File: src/rtl/vending_machine_multi.sv
`default_nettype none
// ============================================================================
//  Module      : vending_machine_multi
//  Description : Multi-item vending controller. It accumulates coin credit,
//                vends one of N_ITEMS products on buy, and returns change one
//                unit per cycle. It sits between the coin-acceptor front end
//                and the dispenser/change-hopper drivers.
//  Optional    : `define STOCK_COUNT_EN adds per-item stock counters and the
//                sold_out pulse. Without it, stock is unlimited and sold_out
//                is tied to 0.
//  Ports       : clk          - system clock, rising edge
//                rst          - asynchronous reset, active low
//                coin[1:0]    - 00 none, 01 = 1 unit, 10 = 2 units, 11 = 5 units
//                sel          - item select, sampled together with buy
//                buy          - purchase request (level, sampled each cycle)
//                cancel       - refund the whole credit
//                vend         - 1-cycle dispense strobe
//                vend_item    - item being dispensed, valid while vend=1
//                change_pulse - one unit of change per cycle while high
//                coin_rej     - 1-cycle pulse, coin returned to the user
//                credit       - current credit in coin units
//                busy         - high while vending or returning change
//                sold_out     - 1-cycle pulse, buy refused for lack of stock
//  Revision    : 1.0 - initial release
// ============================================================================
module vending_machine_multi #(
    parameter int N_ITEMS    = 4,
    parameter int SEL_W      = 2,
    parameter int CREDIT_W   = 6,
    parameter int PRICE      = 3,
    parameter int MAX_CREDIT = 63,
    parameter int STOCK_INIT = 8
) (
    input  logic                clk,
    input  logic                rst,
    input  logic [1:0]          coin,
    input  logic [SEL_W-1:0]    sel,
    input  logic                buy,
    input  logic                cancel,
    output logic                vend,
    output logic [SEL_W-1:0]    vend_item,
    output logic                change_pulse,
    output logic                coin_rej,
    output logic [CREDIT_W-1:0] credit,
    output logic                busy,
    output logic                sold_out
);

    // Elaboration-time sanity check of the parameter set.
    if (N_ITEMS < 2 || N_ITEMS > (1 << SEL_W) || PRICE < 1 || PRICE > MAX_CREDIT ||
        MAX_CREDIT >= (1 << CREDIT_W) || STOCK_INIT < 1) begin : g_param_check
        $error("vending_machine_multi: illegal parameter set");
    end

    // Sums are formed one bit wider than credit, so an over-limit coin is
    // detected instead of wrapping.
    localparam logic [CREDIT_W:0]   c_MAX_CREDIT = (CREDIT_W+1)'(MAX_CREDIT);
    localparam logic [CREDIT_W-1:0] c_PRICE      = CREDIT_W'(PRICE);
    localparam logic [SEL_W:0]      c_N_ITEMS    = (SEL_W+1)'(N_ITEMS);

    typedef enum logic [1:0] {
        S_IDLE   = 2'd0,
        S_CREDIT = 2'd1,
        S_VEND   = 2'd2,
        S_CHANGE = 2'd3
    } state_t;

    state_t              r_state, w_state_nxt;
    logic [CREDIT_W-1:0] r_credit, w_credit_nxt;
    logic [SEL_W-1:0]    r_vend_item, w_item_nxt;
    logic                r_vend, r_change, r_coin_rej, r_busy;
    logic                w_rej_nxt;

    logic [CREDIT_W:0]   w_coin_val;
    logic [CREDIT_W:0]   w_coin_sum;
    logic                w_coin_any;
    logic                w_coin_fits;
    logic                w_buy_ok;
    logic [CREDIT_W-1:0] w_remain;

    always_comb begin
        w_coin_val = '0;
        case (coin)
            2'b01:   w_coin_val = (CREDIT_W+1)'(1);
            2'b10:   w_coin_val = (CREDIT_W+1)'(2);
            2'b11:   w_coin_val = (CREDIT_W+1)'(5);
            default: w_coin_val = '0;
        endcase
    end

    assign w_coin_any  = (coin != 2'b00);
    assign w_coin_sum  = {1'b0, r_credit} + w_coin_val;
    assign w_coin_fits = (w_coin_sum <= c_MAX_CREDIT);
    // A buy is only considered with enough credit and an existing item.
    assign w_buy_ok    = buy && (r_credit >= c_PRICE) && ({1'b0, sel} < c_N_ITEMS);
    assign w_remain    = r_credit - c_PRICE;

`ifdef STOCK_COUNT_EN
    localparam int STOCK_W = $clog2(STOCK_INIT + 1);

    logic [STOCK_W-1:0] r_stock [N_ITEMS];
    logic               r_sold_out;
    logic               w_sold_nxt;
    logic               w_in_stock;

    assign w_in_stock = (r_stock[sel] != '0);

    // The counter of the dispensed item drops at the end of the VEND cycle.
    // A new buy cannot be evaluated before that, so no bypass is needed.
    always_ff @(posedge clk or negedge rst) begin
        if (!rst) begin
            for (int i = 0; i < N_ITEMS; i++) begin
                r_stock[i] <= STOCK_W'(STOCK_INIT);
            end
        end else begin
            for (int i = 0; i < N_ITEMS; i++) begin
                if (r_state == S_VEND && r_vend_item == SEL_W'(i) && r_stock[i] != '0) begin
                    r_stock[i] <= r_stock[i] - STOCK_W'(1);
                end
            end
        end
    end

    always_ff @(posedge clk or negedge rst) begin
        if (!rst) begin
            r_sold_out <= 1'b0;
        end else begin
            r_sold_out <= w_sold_nxt;
        end
    end

    assign sold_out = r_sold_out;
`else
    assign sold_out = 1'b0;
`endif

    // Next-state and next-output logic.
    // In IDLE and CREDIT, cancel takes priority over buy, and buy over coin.
    always_comb begin
        w_state_nxt  = r_state;
        w_credit_nxt = r_credit;
        w_item_nxt   = '0;
        w_rej_nxt    = 1'b0;
`ifdef STOCK_COUNT_EN
        w_sold_nxt   = 1'b0;
`endif
        case (r_state)
            S_IDLE: begin
                if (w_coin_any) begin
                    if (w_coin_fits) begin
                        w_credit_nxt = w_coin_sum[CREDIT_W-1:0];
                        w_state_nxt  = S_CREDIT;
                    end else begin
                        w_rej_nxt = 1'b1;
                    end
                end
            end
            S_CREDIT: begin
                if (cancel) begin
                    w_state_nxt = S_CHANGE;
                    w_rej_nxt   = w_coin_any;
`ifdef STOCK_COUNT_EN
                end else if (w_buy_ok && !w_in_stock) begin
                    // A refused buy still counts as acted on, so a
                    // simultaneous coin is returned.
                    w_sold_nxt = 1'b1;
                    w_rej_nxt  = w_coin_any;
`endif
                end else if (w_buy_ok) begin
                    w_state_nxt = S_VEND;
                    w_item_nxt  = sel;
                    w_rej_nxt   = w_coin_any;
                end else if (w_coin_any) begin
                    if (w_coin_fits) begin
                        w_credit_nxt = w_coin_sum[CREDIT_W-1:0];
                    end else begin
                        w_rej_nxt = 1'b1;
                    end
                end
            end
            S_VEND: begin
                w_credit_nxt = w_remain;
                w_state_nxt  = (w_remain != '0) ? S_CHANGE : S_IDLE;
                w_rej_nxt    = w_coin_any;
            end
            S_CHANGE: begin
                // Leaving on the cycle the count reaches zero gives exactly
                // one pulse per unit of credit.
                if (r_credit != '0) begin
                    w_credit_nxt = r_credit - CREDIT_W'(1);
                end
                if (r_credit <= CREDIT_W'(1)) begin
                    w_state_nxt = S_IDLE;
                end
                w_rej_nxt = w_coin_any;
            end
            default: begin
                w_state_nxt  = S_IDLE;
                w_credit_nxt = '0;
            end
        endcase
    end

    // The state register and the registered outputs. The outputs are decoded
    // from the next state, so they line up with the state they describe.
    always_ff @(posedge clk or negedge rst) begin
        if (!rst) begin
            r_state     <= S_IDLE;
            r_credit    <= '0;
            r_vend_item <= '0;
            r_vend      <= 1'b0;
            r_change    <= 1'b0;
            r_coin_rej  <= 1'b0;
            r_busy      <= 1'b0;
        end else begin
            r_state     <= w_state_nxt;
            r_credit    <= w_credit_nxt;
            r_vend_item <= w_item_nxt;
            r_vend      <= (w_state_nxt == S_VEND);
            r_change    <= (w_state_nxt == S_CHANGE);
            r_coin_rej  <= w_rej_nxt;
            r_busy      <= (w_state_nxt == S_VEND) || (w_state_nxt == S_CHANGE);
        end
    end

    assign vend         = r_vend;
    assign vend_item    = r_vend_item;
    assign change_pulse = r_change;
    assign coin_rej     = r_coin_rej;
    assign credit       = r_credit;
    assign busy         = r_busy;

endmodule
`default_nettype wire

File: config.mk
export PLATFORM = sky130hd
export DESIGN_NAME = vending_machine_multi
export DESIGN_NICKNAME = d
export VERILOG_FILES = /design/src/rtl/vending_machine_multi.sv
export SDC_FILE = /design/constraint.sdc
export NUM_CORES = 1
export LEC_CHECK = 0
export BUFFER_PORTS_ARGS = -buffer_cell sky130_fd_sc_hd__buf_4
export CAP_MARGIN = 10
export CORE_UTILIZATION = 35
export CTS_CLUSTER_SIZE = 14
export DETAILED_ROUTE_END_ITERATION = 10
export PLACE_DENSITY_LB_ADDON = 0.05
export RECOVER_POWER = 25
export SYNTH_ARGS = -nofsm -noshare
export SYNTH_HDL_FRONTEND = slang
export SYNTH_SLANG_ARGS = --single-unit
File: constraint.sdc
create_clock -name clk -period 5.7 [get_ports clk]
set_clock_uncertainty 0.15 [all_clocks]
set_input_delay 0.285 -clock clk [delete_from_list [all_inputs] [get_ports clk]]
set_output_delay 0.285 -clock clk [all_outputs]
set_load 0.03 [all_outputs]
==> results.py, run 1 <==
metrics = {
    "critical_path": {
        "cp-end-kind": "flop",
        "start_kind": "flop",
        "crit_family": "adder cells",
        "crit_path_max_fanout": 11,
        "crit_buf_inv": 1,
        "critPathRequiredTime_ps": 5730,
        "worstSetupPathType": "flop to flop",
        "path_cells": "ha_1, inv_1, fa_1, nor2b_1, o2111ai_2, a31oi_4, mux2i_1, nor2_1",
        "cpMaxStageDelayCell": "dfrtp_1",
        "cp.arrival_ps": 2570,
        "cp_slowest_stage_delay_ps": 600,
    },
    "cts": {
        "cts_resized": 0,
        "cts_num_sinks": 14,
        "cts_tree": "yes",
        "clk_latency_ps": 290,
        "cts_made_buffers": 3,
        "root_buffer": "clkbuf_4",
        "clk_path_buf_depth": 2,
        "cts_htree_levels": 1,
        "path_clk_slew_ps": 90,
    },
    "floorplanning": {
        "num_rows": 19,
        "die_h_microns": 58.1,
        "start_util_pct": 38.3,
        "fp.dieW_microns": 58.1,
        "top_level_ports": 21,
        "coreArea_sq_mm": 0.00288,
        "die_area_sq_mm": 0.00337,
    },
    "detailed_routing": {
        "viasPerCell": 5.07,
        "num_vias": 893,
        "dr.pass1.iters": 4,
        "wl_microns": 2530,
        "drt-initial-drc-count": 29,
        "antenna_left": 0,
        "drc": 0,
        "post_drt_wl_per_cell_microns": 14.3,
    },
    "synth": {
        "synth_area_sq_mm": 0.00110,
        "synth.top_cell.area_share_pct": 31.8,
        "yosys-top-cells-area": "dfrtp_1 (32%), ha_1 (8.0%), nor2_1 (4.1%)",
        "ys_warn_count": 0,
        "yosys-top-cells-count": "dfrtp_1 (14), nor2_1 (12), a21oi_1 (8), nor3_1 (8)",
        "yosys_most_used_dff": "dfrtp_1",
        "yosysTopAreaCell": "dfrtp_1",
        "synthCells": 118,
        "ys_seq_area_share_pct": 31.8,
        "synth-seq-cells": 14,
        "synth_edf_count": 0,
        "synthArstFlopShare_pct": 100,
        "synth.most_common_cell": "dfrtp_1",
        "syn-num-nets": 134,
        "synth_area_per_cell_sq_um": 9.33,
        "ys_types": 43,
    },
    "timing": {
        "hold_ws_ps": 61.9,
        "drv_slew": 0,
        "fin_tns_setup_ps": 0,
        "rsz0062_at_grt": "false",
        "worst_pin_slew_ps": 775,
        "hold_viol": 0,
        "finalCriticalPeriod_ps": 2540,
        "timing.final.crit_share_pct": 44.6,
        "fmax_ghz": 0.393,
        "slew_headroom_pct": 48.3,
        "setup_viol": 0,
    },
    "layout": {
        "final_area_sq_mm": 0.00127,
        "drive_above_1_share_pct": 22.4,
        "num-nets-final": 152,
        "area_delta_synth_final_pct": 15.8,
        "utilization_pct": 44.3,
        "diodes": 0,
    },
    "placed_design": {
        "gp_congestion": 0.808,
        "post-dp-hpwl_microns": 1860,
        "numPortBuffers": 19,
        "place_area_sq_mm": 0.00125,
    },
    "outcome": {
        "status": "finished clean",
    },
    "power_and_ir_drop": {
        "p_seq_share_pct": 33.5,
        "peakVddDrop_uv": 206,
        "intPower_w": 0.000343,
        "power_switching_w": 0.000374,
        "p_comb_share_pct": 58.4,
        "switching_share_pct": 52.2,
        "power_frac_clock_pct": 8.0,
        "fin_total_pwr_w": 0.000717,
        "power_density_mw_per_mm2": 562,
        "p_leak_nw": 0.548,
    },
    "grt": {
        "first_global_vias": 872,
        "antenna_found_initial": 0,
        "grt_max_degree": 15,
        "overflow": 0,
        "grt_pass1_wl_microns": 4200,
        "grt.total_usage_pct": 16.6,
    },
    "worst_hold_path": {
        "min_path_type": "input port to flop",
    },
    "job": {
        "cap_violations": 0,
    },
}
==> per-layer routing <==
metal	share of wire (%)	track usage, %
met1	48	21.2
met2	47	26.6
met3	3.5	4.02
met4	1.6	7.14
met5	0	0
==> power by group through the flow <==
stage	clock network, W	logic (W)	registers [W]
finish	0.0000577	0.000419	0.000240
CTS	0.0000598	0.000422	0.000239
global route	0.0000654	0.000464	0.000251
floorplan	0	0.000327	0.000231
detailed placement	0	0.000420	0.000241
global placement	0	0.000421	0.000241
==> path summary, 6_finish.rpt <==
kind                                       startpoint                      to  slack, ps  depth (start not counted)
max in group asynchronous                         rst   credit[2]$_DFFE_PN0P_       4470                          2
worst min register to register   r_state[0]$_DFF_PN0_    r_state[0]$_DFF_PN0_        560                          2
worst min-delay path                           sel[0]  vend_item[0]$_DFF_PN0_         60                          2
min in group asynchronous                         rst          busy$_DFF_PN0_        430                          2
worst max register to register  credit[0]$_DFFE_PN0P_   credit[3]$_DFFE_PN0P_       3160                          8
worst max-delay path            credit[0]$_DFFE_PN0P_   credit[3]$_DFFE_PN0P_       3160                          8
==> sequential cells by signal, indices dropped and copies added (netlist names) <==
name          flops
coin_rej          1
change_pulse      1
vend_item         2
credit            6
busy              1
r_state           2
vend              1
==> layout by cell type (no fill, tap or decap), types with 2 or more instances in the layout <==
cell type and n:
nor4_1 2, mux2i_1 2, xor2_1 3, and2_1 3, o21ai_0 6, nor2_1 12, nand2_1 7, nor3_1 8
dfrtp_1 14, inv_1 7, a21oi_1 8, xnor2_1 3, ha_1 7, a31oi_1 2, clkbuf_4 3, buf_4 18
nand2b_1 3
==> area by class of cell <==
cell class / count / area, sq um
Inverter: 7 / 26.3
Tap cell: 42 / 52.6
Timing Repair Buffer: 20 / 149
Fill cell: 281 / 1600
Clock buffer: 3 / 22.5
Sequential cell: 14 / 350
Multi-Input combinational cell: 90 / 674
==> what timing repair did <==
item,in CTS,in global routing
buffers inserted,0,0
hold endpoints to repair,14,0
hold buffers,1,0
setup endpoints to repair,0,0
==> logic make-up (layout without fill, tap and decap cells) <==
kind of cell / count (synthesis) / after routing / synth area share, %
AND/OR/NAND/NOR: 43 / 43 / 21.9
AO/OA/AOI/OAI: 29 / 29 / 21.7
flip-flops: 14 / 14 / 31.8
buffers and inverters: 14 / 30 / 6.93
adder cells (fa/ha/maj): 9 / 9 / 10.7
XOR/XNOR: 6 / 6 / 4.77
multiplexers: 2 / 2 / 1.82
other: 1 / 1 / 0.341
==> metrics by stage <==
stage / instances / setup slack [ps]
after floorplan: 118 / 3200
after global placement: 172 / 3240
after detailed placement: 172 / 3200
after CTS: 176 / 3170
after global routing: 176 / 2940
final: 176 / 3160
(Power assumes the default switching activity.)
==> run 2, diff against run 1 <==
==> constraint.sdc (replaced) <==
create_clock -name clk -period 2.15 [get_ports clk]
set_clock_uncertainty 0.15 [all_clocks]
set_input_delay 0.1075 -clock clk [delete_from_list [all_inputs] [get_ports clk]]
set_output_delay 0.1075 -clock clk [all_outputs]
set_load 0.03 [all_outputs]
==> results.py, run 2 (synthesis gave the netlist of run 1 again) <==
metrics = {
    "outcome": {
        "status": "finished clean",
    },
    "layout": {
        "final_cell_mix": "buf_4 (26), nor2_1 (12), dfrtp_1 (12)",
        "layout.cells.non_filler": 188,
        "drive_above_1_share_pct": 30.8,
        "num-nets-final": 163,
        "largest_reg_flops": 6,
        "layout_commonest_cell": "buf_4",
        "utilization_pct": 49.2,
        "area_delta_synth_final_pct": 28.5,
        "diodes": 0,
    },
    "floorplanning": {
        "die_h_microns": 58.1,
        "top_level_ports": 21,
        "fp.dieW_microns": 58.1,
        "num_rows": 19,
        "coreArea_sq_mm": 0.00288,
        "die_area_sq_mm": 0.00337,
        "start_util_pct": 38.3,
    },
    "detailed_routing": {
        "num_vias": 945,
        "viasPerCell": 5.03,
        "drc": 0,
        "dr.pass1.iters": 4,
        "post_drt_wl_per_cell_microns": 13.6,
        "wl_microns": 2560,
        "drt-initial-drc-count": 28,
        "antenna_left": 0,
    },
    "job": {
        "cap_violations": 0,
    },
    "grt": {
        "grt_use_met2_pct": 27.8,
        "grt_pass1_wl_microns": 4370,
        "grt.total_usage_pct": 17.4,
        "busiest_layer": "met2",
        "gr-usage-met1_pct": 22.9,
        "grt_max_degree": 15,
        "overflow": 0,
        "use_met3_pct": 2.01,
        "first_global_vias": 947,
        "antenna_found_initial": 0,
    },
    "power_and_ir_drop": {
        "power_density_mw_per_mm2": 1490,
        "power_switching_w": 0.00104,
        "intPower_w": 0.00107,
        "peakVddDrop_uv": 514,
        "p_seq_share_pct": 25.7,
        "switching_share_pct": 49.4,
        "p_leak_nw": 0.610,
        "power_frac_clock_pct": 9.5,
        "p_comb_share_pct": 64.8,
    },
    "worst_hold_path": {
        "min_path_type": "input port to flop",
        "holdPathEnd": "coin_rej$_DFF_PN0_",
        "hp-start": "coin[1]",
        "hold_path_depth": 3,
    },
    "cts": {
        "cts_htree_levels": 1,
        "cts_made_buffers": 3,
        "cts_tree": "yes",
        "post_cts_buffers": 0,
        "root_buffer": "clkbuf_4",
        "clk_latency_ps": 290,
        "cts_num_sinks": 14,
        "clk_path_buf_depth": 2,
        "path_clk_slew_ps": 90,
    },
    "timing": {
        "drv_slew": 0,
        "worst_pin_slew_ps": 796,
        "rsz0062_at_grt": "true",
        "setup_viol": 0,
        "timing.final.crit_share_pct": 95.3,
        "hold_viol": 0,
        "hold_ws_ps": 37.5,
        "fmax_ghz": 0.488,
        "slew_headroom_pct": 46.9,
        "postLayoutSetupSlackWorst_ps": 101,
        "finalCriticalPeriod_ps": 2050,
    },
    "critical_path": {
        "crit_path_max_fanout": 4,
        "cp.arrival_ps": 2090,
        "start_kind": "flop",
        "cpMaxStageDelayCell": "dfrtp_2",
        "crit_family": "adder cells",
        "critPathRequiredTime_ps": 2190,
        "cp-end-kind": "flop",
        "r2r-start": "credit[0]$_DFFE_PN0P_",
        "crit_buf_inv": 1,
        "path_cells": "ha_4, inv_2, fa_2, nor2b_4, o2111ai_4, a31oi_4, mux2i_1, nor2_1",
        "worstSetupPathType": "flop to flop",
        "r2r_end": "credit[3]$_DFFE_PN0P_",
        "r2r_setup_slack_ps": 100,
        "reg2reg_depth": 8,
        "cp_slowest_stage_delay_ps": 400,
    },
    "placed_design": {
        "post-place-ws_ps": 72.9,
        "post-dp-hpwl_microns": 1920,
        "gp_congestion": 0.850,
        "numPortBuffers": 19,
        "dpl.cell_count": 180,
    },
}
==> run 2: changes by cell type in the layout (fill, tap and decap cells not counted), sizes merged <==
cell,before,now
buf,18,26
dlygate4sd3,1,4
clkbuf,4,5
==> run 2: final cells by class <==
type,count,area (sq um)
fillers,291,1460
multi-input cells,90,708
flip-flops and latches,14,353
repair buffers,31,239
well taps,42,52.6
clock buffers,4,36.3
inverters,7,26.3
==> run 2: worst register-to-register path, stage by stage (launching register included) <==
cell and delay (ps):
dfrtp_2 400, ha_4 140, inv_2 30, fa_2 370, nor2b_4 150, o2111ai_4 170, a31oi_4 260, mux2i_1 210
nor2_1 60
==> run 2: how the worst max path moves through the flow <==
| stage | from | to | cells after the start |
|---|---|---|---|
| after floorplan | credit[0]$_DFFE_PN0P_ | credit[3]$_DFFE_PN0P_ | 8 |
| after global placement | credit[0]$_DFFE_PN0P_ | credit[3]$_DFFE_PN0P_ | 8 |
| after detailed placement | credit[0]$_DFFE_PN0P_ | credit[3]$_DFFE_PN0P_ | 8 |
| after CTS | credit[0]$_DFFE_PN0P_ | credit[3]$_DFFE_PN0P_ | 8 |
| after global routing | credit[0]$_DFFE_PN0P_ | credit[3]$_DFFE_PN0P_ | 8 |
| final | credit[0]$_DFFE_PN0P_ | credit[3]$_DFFE_PN0P_ | 8 |
==> run 2: power by group through the flow <==
stage	Combinational [W]	Clock (W)	Sequential (W)
floorplan	0.000905	0	0.000623
global placement	0.00137	0	0.000551
detailed placement	0.00137	0	0.000547
CTS	0.00138	0.000205	0.000541
global route	0.00152	0.000216	0.000562
finish	0.00137	0.000199	0.000542
==> run 2: metrics by stage <==
| step | power [W] | instance area, sq um | TNS (ps) |
|---|---|---|---|
| global placement | 0.00192 | 1340 | 0 |
| finish | 0.00211 | 1420 | 0 |
| floorplan | 0.00153 | 1140 | -108 |
| CTS | 0.00213 | 1420 | 0 |
| detailed placement | 0.00192 | 1340 | 0 |
| global route | 0.00230 | 1420 | -22.6 |
==> run 2: timing repair <==
item | CTS | global route
endpoints found under the hold margin | 20 | 0
hold buffers | 4 | 0
gates resized for setup | 0 | 0
setup endpoints to repair | 0 | 2
==> run 2: per-layer routing <==
layer	vias to the layer above	part of all wire [%]
li1	471	-
met1	439	48
met5	-	0
met3	7	4.3
met2	28	45
met4	0	2.8
==> run 3, diff against run 2 <==
--- a/config.mk
+++ b/config.mk
@@ -5,7 +5,7 @@
 export SDC_FILE = /design/constraint.sdc
 export NUM_CORES = 1
 export LEC_CHECK = 0
-export BUFFER_PORTS_ARGS = -buffer_cell sky130_fd_sc_hd__buf_4
+export BUFFER_PORTS_ARGS = -buffer_cell sky130_fd_sc_hd__clkbuf_2
 export CAP_MARGIN = 10
 export CORE_UTILIZATION = 35
 export CTS_CLUSTER_SIZE = 14
==> constraint.sdc (replaced) <==
create_clock -name clk -period 2.15 [get_ports clk]
set_clock_uncertainty 0.15 [all_clocks]
set_input_delay 0.645 -clock clk [delete_from_list [all_inputs] [get_ports clk]]
set_output_delay 0.645 -clock clk [all_outputs]
set_load 0.03 [all_outputs]
==> results.py, run 3 (synthesis gave the netlist of run 1 again) <==
metrics = {
    "placed_design": {
        "post-dp-hpwl_microns": 1970,
        "place_area_sq_mm": 0.00131,
        "numPortBuffers": 19,
        "gp_congestion": 0.779,
    },
    "critical_path": {
        "cp_slowest_stage_delay_ps": 380,
        "worstSetupPathType": "input port to flop",
        "crit_path_max_fanout": 4,
        "start_kind": "input port",
        "cp-end-kind": "flop",
        "cp.arrival_ps": 2150,
        "path_cells": "buf_8, nand2b_4, fa_2, nor2b_4, o2111ai_4, a31oi_4, mux2i_1, nor2_1",
        "cpMaxStageDelayCell": "fa_2",
        "critPathRequiredTime_ps": 2180,
    },
    "detailed_routing": {
        "viasPerCell": 5.04,
        "drc": 0,
        "drt-initial-drc-count": 22,
        "dr.pass1.iters": 4,
        "antenna_left": 0,
        "post_drt_wl_per_cell_microns": 14.0,
        "num_vias": 943,
        "wl_microns": 2610,
    },
    "power_and_ir_drop": {
        "p_leak_nw": 0.605,
        "fin_total_pwr_w": 0.00211,
        "peakVddDrop_uv": 595,
        "power_density_mw_per_mm2": 1520,
    },
    "layout": {
        "num-nets-final": 162,
        "final_cell_mix": "clkbuf_2 (17), nor2_1 (12), dfrtp_1 (12)",
        "fillers": 279,
        "layout_commonest_cell": "clkbuf_2",
        "diodes": 0,
        "drive_above_1_share_pct": 35.2,
        "multi_input_area_sq_um": 733,
        "area_delta_synth_final_pct": 26.0,
        "regArea_sq_um": 353,
        "utilization_pct": 48.2,
        "largest_reg_flops": 6,
        "final_area_sq_mm": 0.00139,
    },
    "grt": {
        "grt.total_usage_pct": 17.7,
        "first_global_vias": 906,
        "grt_max_degree": 15,
        "antenna_found_initial": 0,
        "overflow": 0,
        "grt_pass1_wl_microns": 4370,
    },
    "cts": {
        "cts_num_sinks": 14,
        "clk_latency_ps": 290,
        "path_clk_slew_ps": 100,
        "clk_path_buf_depth": 2,
        "cts_tree": "yes",
        "root_buffer": "clkbuf_4",
        "cts_made_buffers": 3,
        "cts_htree_levels": 1,
    },
    "timing": {
        "finalCriticalPeriod_ps": 2120,
        "timing.final.crit_share_pct": 98.5,
        "hold_ws_ps": 249,
        "drv_slew": 0,
        "slew_headroom_pct": 47.9,
        "fin_tns_setup_ps": 0,
        "worst_pin_slew_ps": 782,
        "hold_viol": 0,
        "setup_viol": 0,
        "rsz0062_at_grt": "true",
        "fmax_ghz": 0.472,
    },
    "floorplanning": {
        "die_h_microns": 58.1,
        "top_level_ports": 21,
        "coreArea_sq_mm": 0.00288,
        "die_area_sq_mm": 0.00337,
        "fp.dieW_microns": 58.1,
        "start_util_pct": 38.3,
        "num_rows": 19,
    },
    "worst_hold_path": {
        "min_path_type": "input port to async pin",
    },
    "outcome": {
        "status": "finished clean",
    },
    "job": {
        "cap_violations": 0,
    },
}
## run 3: cell count changes in the layout (fill, tap and decap cells not counted)
| cell | delta |
|---|---|
| dlygate4sd3_1 | -4 |
| buf_8 | +1 |
| ha_4 | +1 |
| nand2b_4 | +1 |
| buf_4 | -15 |
| ha_1 | -1 |
| nor3_1 | -1 |
| clkbuf_2 | +17 |
| nand2b_1 | -1 |
| nor3_2 | +1 |
## run 3: layout make-up
cell class	instances	share of cell area, %
Inverter	7	1.89
Multi-Input combinational cell	90	52.8
Timing Repair Buffer	30	13.4
Clock buffer	4	2.61
Sequential cell	14	25.4
Tap cell	42	3.79
## run 3: worst paths after layout
check	to	start	slack, ps	cells after the start
setup / recovery	credit[3]$_DFFE_PN0P_	coin[0]	30	8
hold / removal	credit[5]$_DFFE_PN0P_	rst	250	1
setup reg to reg	credit[3]$_DFFE_PN0P_	credit[0]$_DFFE_PN0P_	90	8
hold reg to reg	r_state[0]$_DFF_PN0_	r_state[0]$_DFF_PN0_	560	2
max in group asynchronous	credit[0]$_DFFE_PN0P_	rst	1070	1
min in group clk	vend_item[1]$_DFF_PN0_	sel[1]	420	2
## run 3: critical path: cells and delay by family
family	cells	cell delay, ps
compound gates	2	470
fa+ha+maj	1	380
buf+inv	1	100
mux	1	210
simple gates	3	340
## run 3: where the power goes
part / internal, W / leakage (nW) / switching [W]
Clock: 0.000103 / 0.0210 / 0.0000978
Sequential: 0.000367 / 0.162 / 0.000182
Combinational: 0.000575 / 0.422 / 0.000789
## run 3: per-layer routing
metal  vias up  global-route usage, %  wire [microns]
li1        469                      -               -
met1       455                   24.8            1320
met2        15                   26.6            1220
met3         4                   2.68              50
met4         0                   8.50              25
met5         -                      0               0
## run 3: through the flow
step | setup slack, ps | cells
2_1_floorplan | -111 | 118
3_3_place_gp | -302 | 182
3_5_place_dp | -338 | 182
4_1_cts | 14.5 | 186
5_1_grt | -68.1 | 187
6_report | 31.7 | 187
## run 3: repair_timing
action                                 in CTS  in global routing
setup endpoints to repair                   3                  3
hold buffers                                0                  0
gates resized for setup                     0                  7
endpoints found under the hold margin       0                  0
setup buffers                               0                  1
pin swaps                                   2                  4
